`src/rtl/sqrt_req_arbiter.sv`:
```
// sqrt_req_arbiter: round-robin sharing of one multi-cycle fp16 sqrt core, with a done timeout
module sqrt_req_arbiter #(
  parameter int NREQ = 4,
  parameter int TIMEOUT = 64,
  localparam int IDW = $clog2(NREQ),
  localparam int TW = $clog2(TIMEOUT + 1)
) (
  input  logic               clk,
  input  logic               rst,
  input  logic [NREQ-1:0]    req_valid,
  input  logic [16*NREQ-1:0] req_data,
  output logic [NREQ-1:0]    req_ready,
  output logic               core_start,
  output logic [15:0]        core_x,
  input  logic               core_done,
  input  logic [15:0]        core_result,
  output logic               rsp_valid,
  input  logic               rsp_ready,
  output logic [IDW-1:0]     rsp_id,
  output logic [15:0]        rsp_data,
  output logic               rsp_timeout,
  output logic               busy
);
  typedef enum logic [1:0] {IDLE, START, WAIT, RESP} state_t;
  state_t state, state_nx;
  logic [IDW-1:0] ptr, win, id_reg;
  logic [IDW:0] s;
  logic any, take, done, tmo;
  logic [TW-1:0] timer;
  logic [15:0] x_reg;
  // Scan downward so the requester closest to ptr is the last (winning) assignment
  always_comb begin
    win = '0;
    any = 1'b0;
    s = '0;
    for (int k = NREQ - 1; k >= 0; k--) begin
      s = {1'b0, ptr} + (IDW+1)'(k);
      s = s >= (IDW+1)'(NREQ) ? s - (IDW+1)'(NREQ) : s;
      if (req_valid[s[IDW-1:0]]) begin
        win = s[IDW-1:0];
        any = 1'b1;
      end
    end
  end
  assign take = state == IDLE && any;
  assign done = state == WAIT && core_done;
  assign tmo = state == WAIT && timer == TW'(TIMEOUT - 1);
  assign req_ready = take ? NREQ'(1) << win : '0;
  assign core_start = state == START;
  assign core_x = x_reg;
  assign rsp_valid = state == RESP;
  assign rsp_id = id_reg;
  assign busy = state != IDLE;
  always_comb begin
    state_nx = state == IDLE ? (any ? START : IDLE) :
               state == START ? WAIT :
               state == WAIT ? (core_done || tmo ? RESP : WAIT) :
               (rsp_ready ? IDLE : RESP);
  end
  always_ff @(posedge clk) begin
    if (rst) begin
      state <= IDLE;
      ptr <= '0;
      timer <= '0;
      x_reg <= '0;
      id_reg <= '0;
      rsp_data <= '0;
      rsp_timeout <= 1'b0;
    end else begin
      state <= state_nx;
      if (take) begin
        x_reg <= req_data[{win, 4'b0000} +: 16];
        id_reg <= win;
        ptr <= win == IDW'(NREQ - 1) ? '0 : win + IDW'(1);
      end
      if (state == START) timer <= '0;
      else if (state == WAIT) timer <= timer + TW'(1);
      if (done) begin
        rsp_data <= core_result;
        rsp_timeout <= 1'b0;
      end else if (tmo) begin
        rsp_data <= 16'h7E00;
        rsp_timeout <= 1'b1;
      end
    end
  end
endmodule
```
`config.mk`:
```
export PLATFORM = sky130hd
export DESIGN_NAME = sqrt_req_arbiter
export DESIGN_NICKNAME = d
export VERILOG_FILES = /design/src/rtl/sqrt_req_arbiter.sv
export SDC_FILE = /design/constraint.sdc
export NUM_CORES = 1
export LEC_CHECK = 0
export BUFFER_PORTS_ARGS = -buffer_cell sky130_fd_sc_hd__buf_2
export CAP_MARGIN = 20
export CORE_MARGIN = 2
export CORE_UTILIZATION = 47
export DETAILED_ROUTE_END_ITERATION = 7
export PLACE_DENSITY = 0.88
export SLEW_MARGIN = 20
export SYNTH_ARGS = -nofsm -noshare
export SYNTH_HDL_FRONTEND = slang
export SYNTH_SLANG_ARGS = --single-unit
```
`constraint.sdc`:
```
create_clock -name clk -period 4.9 [get_ports clk]
set_input_delay 0.98 -clock clk [delete_from_list [all_inputs] [get_ports clk]]
set_output_delay 0.98 -clock clk [all_outputs]
set_load 0.03 [all_outputs]
```
## Word level (Yosys, flattened, before mapping)

Cells that the tools add are included.

- Bits in writable memories: 0
- Input port bits: 88
- Output and inout bits: 42
- Memory bits (read-only): 0
- Logic and storage cells: 70
- Register bits after elaboration: 46
- Latch bits: 0
- Memories: 0

- Multiply operators: 0
- Add/subtract/negate cells: 9
- Divide/modulo/power cells: 0
- Reduce and logical (&&, ||, !) cells: 9
- Shift operators: 2
- Bitwise logic cells: 0
- Mux-type cells: 30
- Magnitude comparators: 8
- Equality and inequality tests: 5

Operators by type and width:

| operator | count |
|---|---|
| 64-bit by 7-bit variable part select with 16-bit output | 1 |
| 16-bit two-way mux | 2 |
| 2-bit two-way mux | 13 |
| 2-bit by 3-bit less-than comparator with 1-bit output (second input constant) | 4 |
| 1-bit two-way mux | 10 |
| 3-bit >= comparator (second input constant) | 3 |
| 1-bit binary-select mux with 2-bit select | 4 |
| 2-bit by 1-bit subtractor with 2-bit output (second input constant) | 4 |
| 7-bit by 1-bit adder with 7-bit output (second input constant) | 1 |
| 7-bit by 6-bit == test with 1-bit output (second input constant) | 1 |
| 2-bit by 2-bit adder with 3-bit output (second input constant) | 2 |
| 2-bit == test (second input constant) | 3 |
| 4-bit two-way mux | 1 |
| 2-bit nonzero test | 2 |
| 2-bit OR reduction | 2 |
| 1-bit by 2-bit left shift with 4-bit output (first input constant) | 1 |
| 2-bit by 1-bit adder with 3-bit output (second input constant) | 1 |
| 2-bit by 3-bit >= comparator with 1-bit output (second input constant) | 1 |
| 1-bit logical AND | 3 |
| 2-bit by 1-bit adder with 2-bit output (second input constant) | 1 |
| 2-bit by 1-bit == test with 1-bit output (second input constant) | 1 |
| 2-bit zero test | 1 |
| 1-bit logical OR | 1 |

## Longest topological paths before layout

Gate-level depths: netlist (run 1).

- Depth after elaboration: 11
- Mapped depth: 8
- Mapped depth without buffers: 6

## Worst setup path after synthesis (run 1)

OpenSTA, ideal clock, no wires.

- Path type: in2out
- Start: input req_valid[2]
- End: output req_ready[0]
- Setup slack: 1.215 ns
- Arrival: 2.705 ns
- Cell stages on the path: 5
- Required time: 3.920 ns
- Path buffers: 1
- Path through: nor2b_1 > a21boi_1 > o32a_1 > buf_6 > nor4_1

- Word-level cells in the longest chain between the ends: 8
- Elaborated cells on any way between the ends: 19
- Those cells by class: shift: 1; mux: 17; reduce/logical: 1

RTL lines:

| what | line | text |
|---|---|---|
| from (decl) | 10 | `input logic [NREQ-1:0] req_valid,` |
| 1-bit binary-select mux with 2-bit select | 39 | `if (req_valid[s[IDW-1:0]]) begin` |
| 1-bit two-way mux (implied by the code) | 39 |  |
| 2-bit two-way mux or 1-bit two-way mux (tied branches) (4 in a row) | 39 |  |
| 1-bit by 2-bit left shift with 4-bit output or 1-bit logical AND (tied branches) | 48, 45 |  |
| 4-bit two-way mux * | 48 | `assign req_ready = take ? NREQ'(1) << win : '0;` |
| to (decl) | 12 | `output logic [NREQ-1:0] req_ready,` |

Every way passes the cells marked *; elsewhere a longest branch is shown, timed or not. The select of a mux whose other input is x is not followed.

## Worst setup path in the final report (run 1)

Same ends and word-level chain as after synthesis.

==> results of run 1 <==
==> cells by family (layout without fill, tap and decap cells) <==
family / count (synthesis) / in the layout / share of synthesized area
fa+ha+maj: 1 / 1 / 0.005452
compound gates: 46 / 46 / 0.1827
simple gates: 96 / 96 / 0.2018
xor+xnor: 4 / 4 / 0.01527
flops: 46 / 46 / 0.4013
mux: 33 / 33 / 0.1439
buf+inv: 19 / 143 / 0.04961
==> path summary, 6_finish.rpt <==
check             cells past startpoint          from  slack (ns)      endpoint
hold / removal                        2     rsp_id[1]        0.47     rsp_id[1]
setup / recovery                      6  req_valid[2]        1.49  req_ready[0]
hold reg to reg                       2     rsp_id[1]        0.47     rsp_id[1]
setup reg to reg                      5      state[1]        2.63   rsp_data[8]
==> critical path: cells and delay by family <==
family                 cells  cell delay [ns]
AOI/OAI and AO/OA          2             0.61
buffers and inverters      2             0.36
and+or+nand+nor            2             0.49
==> power breakdown <==
group,total [W],internal [W],switching [W]
sequential,0.000449,0.000420,0.0000294
clock,0.000287,0.000153,0.000134
combinational,0.000416,0.000156,0.000260
==> layout make-up <==
class / instances / area [um2]
flip-flops and latches: 46 / 920.9
fillers: 417 / 1670
inverters: 4 / 15.01
multi-input cells: 180 / 1260
clock inverters: 3 / 43.79
repair buffers: 131 / 660.6
well taps: 67 / 83.83
clock buffers: 5 / 68.82
==> state kept, by name (all words and copies together), names as in the netlist <==
signal / count
rsp_id: 2
rsp_timeout: 1
core_x: 16
state: 2
ptr: 2
rsp_data: 16
timer: 7
==> routing by layer <==
| layer | GRT usage | share of wire | routed length (um) |
|---|---|---|---|
| met1 | 0.2661 | 0.43 | 2625 |
| met2 | 0.4167 | 0.53 | 3235 |
| met3 | 0.05213 | 0.027 | 167 |
| met4 | 0.08081 | 0.020 | 121 |
| met5 | 0 | 0 | 0 |
==> synthesized netlist by cell type, types with 2 or more instances <==
cell type,count
a22oi_1,11
nand3_1,2
a211o_1,2
a211oi_1,2
o221ai_1,5
a21oi_1,5
o221ai_2,10
and3_1,2
inv_1,4
nor2b_1,4
and2_1,3
o211ai_1,2
o21ai_0,3
buf_6,3
nor2_4,2
clkbuf_1,3
nand2_1,24
dfxtp_1,46
buf_4,4
mux2i_1,33
xor2_1,3
nor2_1,35
nor3_1,15
buf_2,4
==> stage by stage <==
step,hold WS [ns],worst slack [ns]
2_1_floorplan,0.4629,1.215
3_3_place_gp,0.4433,1.559
3_5_place_dp,0.4511,1.507
4_1_cts,0.4699,1.506
5_1_grt,0.4905,1.375
6_report,0.4685,1.487
==> results_tabular.tex, run 1 <==
\begin{tabular}{lr}
\hline
Metric & Value \\
\hline
\multicolumn{2}{l}{\textbf{Power}} \\
Overall power of the completed layout & between 0.001 and 0.0015 W \\
Leak & 1.517 nW \\
Areal power density over the cells & approximately 380 mW/mm2 \\
Max rail drop VDD & 0.1860 mV \\
\multicolumn{2}{l}{\textbf{Drt}} \\
Number of vias per cell after detailed routing & 5.211 \\
Post-detailed-routing wire length & between 6000 and 7000 um \\
Violation count after the first detailed-route iteration & 94 \\
Number of nets still failing antenna checks after routing & 0 \\
Via count & roughly 2300 \\
First drt pass iteration count & 5 \\
DR DRC count & 0 \\
Wire per inst & around 14 um \\
\multicolumn{2}{l}{\textbf{Timing}} \\
Worst slew slack as a fraction of its limit & 0.4691 \\
Total of endpoints with negative setup slack in the final report & 0 \\
Time the final worst path needs with I/O delays and setup & around 3.4 ns \\
Final Max Tran Viols & 0 \\
Final critical-path share of the clock period & 0.6966 \\
Setup repair after global routing missed its margin & no \\
Final setup TNS & 0 ns \\
Slew @ Worst Pin & approximately 0.79 ns \\
Final hold violations & 0 \\
Setup clock skew after layout & roughly 0.0048 ns \\
Peak clock frequency supported by timing & a little under 300 MHz \\
\multicolumn{2}{l}{\textbf{Synthesis}} \\
Share of Yosys cell area claimed by the top area cell type & 0.4013 \\
Post-synth cell types & 42 \\
Sequential share of the synthesized area & 0.4013 \\
Net count after synthesis & 334 \\
Warning count from the yosys run & 0 \\
Post-synth EDFFs & 0 \\
Dominant synthesized flop cell & dfxtp\_1 \\
Synthesis-stage register bit count & 46 \\
Cell type with the highest aggregate area in the netlist & dfxtp\_1 \\
Post-Syn Area per Cell & between 9 and 10 um2 \\
Syn Std Cell Area & about 0.0023 mm2 \\
Cell types with the largest area share after synthesis & dfxtp\_1 (40\%), mux2i\_1 (14\%), o221ai\_2 (6.5\%) \\
Syn Inst Count & 245 \\
Async SR Flop Fraction & 0 \\
\multicolumn{2}{l}{\textbf{Floorplan}} \\
Die footprint & 0.005458 mm2 \\
Core region area & 0.004723 mm2 \\
I/O pins & 130 \\
Std cell rows & 25 \\
Die X-Extent & approximately 74 um \\
Starting Density & 0.4858 \\
Chip Height & 73.88 um \\
\multicolumn{2}{l}{\textbf{Finish}} \\
Fraction of final layout cells sized beyond drive strength 1 & 0.4255 \\
Final cell area excluding filler cells & between 0.003 and 0.004 mm2 \\
Leading cell types in the layout, fill and taps excluded & buf\_2 (129), dfxtp\_1 (46), nor2\_1 (35) \\
NumNets Final & 457 \\
Final Util & 0.6464 \\
Area growth from synthesis to layout & 33.04\% \\
Most frequent standard cell in the layout excluding fill and tap cells & buf\_2 \\
Non-filler instance count after layout & $\sim$440 \\
Antenna diode count & 0 \\
\multicolumn{2}{l}{\textbf{GRT}} \\
Aggregate global-route resource usage & 0.2313 \\
Global-route congestion overflow total & 0 \\
Initial antenna violation count & 0 \\
Maximum number of pins on one net before global-route repair & 30 \\
Vias in the first global route & around 2200 \\
Wire length of the first global-routing pass & just under 10000 um \\
\multicolumn{2}{l}{\textbf{Outcome}} \\
Status & complete, no violations \\
\multicolumn{2}{l}{\textbf{Clock network}} \\
\# Post-CTS Setup Buffers & 0 \\
CTS Root Cell & clkbuf\_8 \\
Inserted Clock Buffers & 5 \\
H-tree depth reported by CTS & 2 \\
Post-cts repair resize count & 0 \\
Clock latency on the worst-skew pair & approximately 0.30 ns \\
Clock Pin Slew Worst Setup and Hold Paths & 0.09 ns \\
TritonCTS sink count & 46 \\
Cts hold-fix bufs & 0 \\
Clock Tree Buf Depth & 2 \\
CTS tree & done \\
\multicolumn{2}{l}{\textbf{Critical path}} \\
Crit-path slowest cell & o32a\_1 \\
Crit path required time & 3.92 ns \\
Kind of end point of the critical path & primary output \\
Nature of the critical path startpoint & input pin \\
Arrival time worst endpoint & 2.43 ns \\
Cell repeated most along the worst path & buf\_2 \\
Largest fanout on the critical path & 9 \\
Delay contributed by the slowest stage of the critical path & between 0.4 and 0.5 ns \\
Kind of critical path & in2out \\
Critical Path, Cell by Cell & buf\_2 -> nor2b\_1 -> a21boi\_1 -> o32a\_1 -> nor4\_1 -> buf\_2 \\
\multicolumn{2}{l}{\textbf{Place}} \\
Number of buffers added on ports & 129 \\
Dpl cells & 427 \\
Standard cell area after detailed placement & 0.002933 mm2 \\
Placer Congestion & 0.7743 \\
Final HPWL from detailed placement & around 4700 um \\
\multicolumn{2}{l}{\textbf{Min path}} \\
Min-Delay Path Class & reg2reg \\
\multicolumn{2}{l}{\textbf{Flow run}} \\
Maxcap violations & 0 \\
\hline
\end{tabular}
No activity file was read; power rests on OpenSTA's default activity.
==> run 2, diff against run 1 <==
CORE_UTILIZATION = 40   (was 47)
PLACE_DENSITY = 0.8   (was 0.88)
clock period = 3.1 ns   (was 4.9 ns; I/O delays follow)
==> results_tabular.tex, run 2 (synthesis gave the netlist of run 1 again) <==
\begin{tabular}{lr}
\hline
Metric & Value \\
\hline
\multicolumn{2}{l}{\textbf{Critical path}} \\
Kind of end point of the critical path & primary output \\
Crit path required time & 2.48 ns (-1.44 ns) \\
Kind of critical path & in2out \\
Slack of the worst reg-to-reg path & 1.11 ns (-1.52 ns) \\
Arrival time worst endpoint & 2.04 ns (-0.39 ns) \\
Worst Reg-to-Reg Cells & 6 (+1) \\
Largest fanout on the critical path & 9 (unchanged) \\
Nature of the critical path startpoint & input pin \\
\multicolumn{2}{l}{\textbf{Floorplan}} \\
Die footprint & 0.006358 mm2 (+17\%) \\
Chip Height & 79.74 um (+7.9\%) \\
Starting Density & 0.4142 (-0.07165) \\
Core region area & 0.005540 mm2 (+17\%) \\
Die X-Extent & 79.74 um (+7.9\%) \\
I/O pins & 130 (unchanged) \\
Std cell rows & 27 (+8.0\%) \\
\multicolumn{2}{l}{\textbf{Finish}} \\
Final Util & 0.5508 (-0.09554) \\
Leading cell types in the layout, fill and taps excluded & buf\_2 (129), dfxtp\_1 (46), nor2\_1 (35) \\
Area growth from synthesis to layout & 32.99\% (about the same) \\
Most frequent standard cell in the layout excluding fill and tap cells & buf\_2 \\
NumNets Final & 459 (+0.44\%) \\
Antenna diode count & 0 (unchanged) \\
Fraction of final layout cells sized beyond drive strength 1 & 0.4286 (+0.003097) \\
Non-filler instance count after layout & 443 (+1.6\%) \\
\multicolumn{2}{l}{\textbf{Drt}} \\
Wire per inst & 13.18 um (-6.5\%) \\
Violation count after the first detailed-route iteration & 64 (-32\%) \\
Number of vias per cell after detailed routing & 5.029 (-3.5\%) \\
DR DRC count & 0 (unchanged) \\
Post-detailed-routing wire length & 5840 um (-5.0\%) \\
First drt pass iteration count & 6 (+1) \\
Number of nets still failing antenna checks after routing & 0 (unchanged) \\
Via count & 2228 (-1.9\%) \\
\multicolumn{2}{l}{\textbf{Timing}} \\
Setup repair after global routing missed its margin & no \\
Worst slew slack as a fraction of its limit & 0.4344 (-0.03465) \\
Slew @ Worst Pin & 0.8452 ns (+0.05178 ns) \\
Total of endpoints with negative setup slack in the final report & 0 (unchanged) \\
Final hold violations & 0 (unchanged) \\
Worst Hold Slack & 0.4653 ns (-0.003192 ns) \\
Time the final worst path needs with I/O delays and setup & 2.656 ns \\
Peak clock frequency supported by timing & 376.5 MHz \\
Final critical-path share of the clock period & 0.8568 \\
Final Max Tran Viols & 0 (unchanged) \\
Worst Setup Slack, final & 0.4439 ns (-1.043 ns) \\
Final setup TNS & 0 ns (unchanged) \\
Setup clock skew after layout & 0.009519 ns (+0.004754 ns) \\
\multicolumn{2}{l}{\textbf{Clock network}} \\
CTS Root Cell & clkbuf\_8 \\
Clock Pin Slew Worst Setup and Hold Paths & 0.09 ns (about the same) \\
CTS tree & done \\
H-tree depth reported by CTS & 2 (unchanged) \\
Clock Tree Buf Depth & 2 (unchanged) \\
Post-cts repair resize count & 0 (unchanged) \\
TritonCTS sink count & 46 (unchanged) \\
Inserted Clock Buffers & 5 (unchanged) \\
\# Post-CTS Setup Buffers & 0 (unchanged) \\
Clock latency on the worst-skew pair & 0.30 ns (about the same) \\
Cts hold-fix bufs & 0 (unchanged) \\
\multicolumn{2}{l}{\textbf{GRT}} \\
Maximum number of pins on one net before global-route repair & 32 (+6.7\%) \\
Global-route congestion overflow total & 0 (unchanged) \\
Vias in the first global route & 2139 (-4.0\%) \\
Aggregate global-route resource usage & 0.1908 (-0.04047) \\
Initial antenna violation count & 0 (unchanged) \\
Wire length of the first global-routing pass & 9639 um (-1.6\%) \\
\multicolumn{2}{l}{\textbf{Outcome}} \\
Status & complete, no violations \\
\multicolumn{2}{l}{\textbf{Place}} \\
Final HPWL from detailed placement & 4517 um (-4.8\%) \\
Placer Congestion & 0.7957 (+2.8\%) \\
Worst setup slack after placement & 0.4503 ns (-1.057 ns) \\
Number of buffers added on ports & 129 (unchanged) \\
Dpl cells & 435 (+1.9\%) \\
\multicolumn{2}{l}{\textbf{Power}} \\
Leak & 1.513 nW (-0.31\%) \\
Max rail drop VDD & 0.2762 mV (+49\%) \\
Areal power density over the cells & 568.2 mW/mm2 (+51\%) \\
\multicolumn{2}{l}{\textbf{Min path}} \\
Min-Delay Path Class & reg2reg \\
Number of cells traversed by the worst hold path & 2 (unchanged) \\
\multicolumn{2}{l}{\textbf{Flow run}} \\
Maxcap violations & 0 (unchanged) \\
\hline
\end{tabular}
-- run 2: cell types whose count changed in the layout (fill, tap and decap cells not counted), sizes merged --
cell | previous run | this run
buf | 131 | 133
clkinvlp | 0 | 1
bufinv | 1 | 0
clkinv | 1 | 2
inv | 5 | 4
-- run 2: path summary, 6_finish.rpt --
kind                      from            to
hold / removal       rsp_id[0]     rsp_id[0]
setup / recovery  req_valid[2]  req_ready[0]
hold reg to reg      rsp_id[0]     rsp_id[0]
setup reg to reg      timer[0]   rsp_data[3]
-- run 2: power breakdown --
| group | switching (W) | internal (W) |
|---|---|---|
| Clock | 0.000212 | 0.000159 |
| Sequential | 0.0000448 | 0.000664 |
| Combinational | 0.000406 | 0.000250 |
-- run 2: worst max-delay path: stages --
cell	delay (ns)
buf_2	0.11
nor2b_1	0.15
a21boi_1	0.14
o32a_1	0.45
nor4_1	0.33
buf_2	0.25
-- run 2: through the flow --
stage	power [W]	area, um2
after global placement	0.001368	2962
after floorplan	0.001209	2295
after detailed placement	0.001382	2962
after global routing	0.001836	3052
after CTS	0.001753	3052
final	0.001734	3052
-- run 2: layer usage --
layer / GRT usage / up-vias / wire length [um] / part of all wire
met5: 0 / - / 0 / 0
met4: 0.06271 / 0 / 63 / 0.011
met3: 0.03846 / 6 / 227 / 0.039
met2: 0.3487 / 55 / 3027 / 0.52
met1: 0.2212 / 1033 / 2521 / 0.43
li1: - / 1134 / - / -
-- run 2: final cells by class --
| type | count | area [um2] |
|---|---|---|
| multi-input combinational | 180 | 1260 |
| sequential | 46 | 920.9 |
| timing repair buffer | 133 | 675.6 |
| inverter | 4 | 15.01 |
| tap | 72 | 90.09 |
| clock inverter | 3 | 21.27 |
| fill | 532 | 2489 |
| clock buffer | 5 | 68.82 |
==> run 3, diff against run 2 <==
RECOVER_POWER = 25   (was default)
==> results_tabular.tex, run 3 (synthesis gave the netlist of run 1 again) <==
\begin{tabular}{lr}
\hline
Metric & Value \\
\hline
\multicolumn{2}{l}{\textbf{Floorplan}} \\
Starting Density & 0.4142 (unchanged) \\
Die X-Extent & 79.74 um (unchanged) \\
Die footprint & 0.006358 mm2 (unchanged) \\
I/O pins & 130 (unchanged) \\
Chip Height & 79.74 um (unchanged) \\
Core region area & 0.005540 mm2 (unchanged) \\
Std cell rows & 27 (unchanged) \\
\multicolumn{2}{l}{\textbf{Place}} \\
Final HPWL from detailed placement & 4517 um (unchanged) \\
Standard cell area after detailed placement & 0.002962 mm2 (unchanged) \\
Worst setup slack after placement & 0.4503 ns (unchanged) \\
Number of buffers added on ports & 129 (unchanged) \\
Placer Congestion & 0.7957 (unchanged) \\
\multicolumn{2}{l}{\textbf{Timing}} \\
Worst Setup Slack, final & 0.4437 ns (-0.0001980 ns) \\
Setup repair after global routing missed its margin & no \\
Final critical-path share of the clock period & 0.8569 (about the same) \\
Peak clock frequency supported by timing & 376.5 MHz (about the same) \\
Setup clock skew after layout & 0.007840 ns (-0.001679 ns) \\
Worst Hold Slack & 0.4653 ns (-0.000008000 ns) \\
Final setup TNS & 0 ns (unchanged) \\
Total of endpoints with negative setup slack in the final report & 0 (unchanged) \\
Final Max Tran Viols & 0 (unchanged) \\
Final hold violations & 0 (unchanged) \\
Worst slew slack as a fraction of its limit & 0.1060 (-0.3284) \\
Time the final worst path needs with I/O delays and setup & 2.656 ns (+0.0001980 ns) \\
Slew @ Worst Pin & 1.341 ns (+0.4957 ns) \\
\multicolumn{2}{l}{\textbf{Clock network}} \\
CTS Root Cell & clkbuf\_8 \\
H-tree depth reported by CTS & 2 (unchanged) \\
Inserted Clock Buffers & 5 (unchanged) \\
\# Post-CTS Setup Buffers & 0 (unchanged) \\
Clock Tree Buf Depth & 2 (unchanged) \\
Clock latency on the worst-skew pair & 0.30 ns (about the same) \\
Post-cts repair resize count & 0 (unchanged) \\
TritonCTS sink count & 46 (unchanged) \\
CTS tree & done \\
Clock Pin Slew Worst Setup and Hold Paths & 0.08 ns (about the same) \\
Cts hold-fix bufs & 0 (unchanged) \\
\multicolumn{2}{l}{\textbf{Drt}} \\
Wire per inst & 13.20 um (+0.14\%) \\
Number of vias per cell after detailed routing & 5.034 (about the same) \\
DR DRC count & 0 (unchanged) \\
Post-detailed-routing wire length & 5848 um (+0.14\%) \\
Number of nets still failing antenna checks after routing & 0 (unchanged) \\
Violation count after the first detailed-route iteration & 66 (+3.1\%) \\
First drt pass iteration count & 4 (-2) \\
Via count & 2230 (+0.090\%) \\
\multicolumn{2}{l}{\textbf{Finish}} \\
NumNets Final & 459 (unchanged) \\
Most frequent standard cell in the layout excluding fill and tap cells & buf\_2 \\
Antenna diode count & 0 (unchanged) \\
Multi-input logic area & 0.001260 mm2 (unchanged) \\
Area growth from synthesis to layout & 32.06\% \\
Fraction of final layout cells sized beyond drive strength 1 & 0.3827 (-0.04582) \\
Final cell area excluding filler cells & 0.003030 mm2 (-0.70\%) \\
Leading cell types in the layout, fill and taps excluded & buf\_2 (112), dfxtp\_1 (46), nor2\_1 (35) \\
Register cell area after layout & 920.9 um2 (unchanged) \\
Fill cell total of the finished layout & 535 (+0.56\%) \\
\multicolumn{2}{l}{\textbf{GRT}} \\
Aggregate global-route resource usage & 0.1908 (unchanged) \\
Maximum number of pins on one net before global-route repair & 32 (unchanged) \\
Vias in the first global route & 2139 (unchanged) \\
Global-route congestion overflow total & 0 (unchanged) \\
Wire length of the first global-routing pass & 9639 um (unchanged) \\
Initial antenna violation count & 0 (unchanged) \\
\multicolumn{2}{l}{\textbf{Critical path}} \\
Launch point of the worst reg-to-reg path & timer[0] \\
Crit path launch & req\_valid[2] \\
Arrival time worst endpoint & 2.04 ns (about the same) \\
Kind of critical path & in2out \\
Crit path required time & 2.48 ns (about the same) \\
Nature of the critical path startpoint & input pin \\
Largest fanout on the critical path & 9 (unchanged) \\
Kind of end point of the critical path & primary output \\
\multicolumn{2}{l}{\textbf{Power}} \\
Overall power of the completed layout & 0.001724 W (-0.57\%) \\
Max rail drop VDD & 0.2749 mV (-0.47\%) \\
Leak & 1.446 nW (-4.4\%) \\
Areal power density over the cells & 568.9 mW/mm2 (+0.12\%) \\
\multicolumn{2}{l}{\textbf{Outcome}} \\
Status & complete, no violations \\
\multicolumn{2}{l}{\textbf{Min path}} \\
Min-Delay Path Class & reg2reg \\
Min-delay src & rsp\_id[0] \\
\multicolumn{2}{l}{\textbf{Flow run}} \\
Maxcap violations & 0 (unchanged) \\
\hline
\end{tabular}
==> run 3: cell type report <==
type / instances / share of cell area
timing repair buffer: 133 / 0.2159
sequential: 46 / 0.3039
inverter: 4 / 0.004955
clock inverter: 3 / 0.007019
clock buffer: 5 / 0.02271
tap: 72 / 0.02973
multi-input combinational: 180 / 0.4158
==> run 3: routing by layer <==
metal  wire length [um]  vias up  global-route usage
li1                   -     1134                   -
met1               2531     1039              0.2212
met2               3042       51              0.3487
met3                209        6             0.03846
met4                 64        0             0.06271
met5                  0        -                   0
==> run 3: worst max-delay path: stages <==
cell and delay [ns]:
buf_2 0.11, nor2b_1 0.15, a21boi_1 0.14, o32a_1 0.45, nor4_1 0.33, buf_2 0.25
==> run 3: power breakdown <==
group	switching (W)	internal, W
Sequential	0.0000459	0.000664
Combinational	0.000406	0.000239
Clock	0.000211	0.000159
==> run 3: per-stage QoR <==
| step | util | instances |
|---|---|---|
| final | 0.5470 | 443 |
| after global routing | 0.5470 | 443 |
| after CTS | 0.5508 | 443 |
| after detailed placement | 0.5346 | 435 |
| after global placement | 0.5346 | 435 |
| after floorplan | - | 245 |
==> run 3: final timing paths <==
check / endpoint / cells after the start / slack (ns)
worst max-delay path: req_ready[0] / 6 / 0.44
worst min-delay path: rsp_id[0] / 2 / 0.47
worst max register to register: rsp_data[7] / 6 / 1.07
worst min register to register: rsp_id[0] / 2 / 0.47
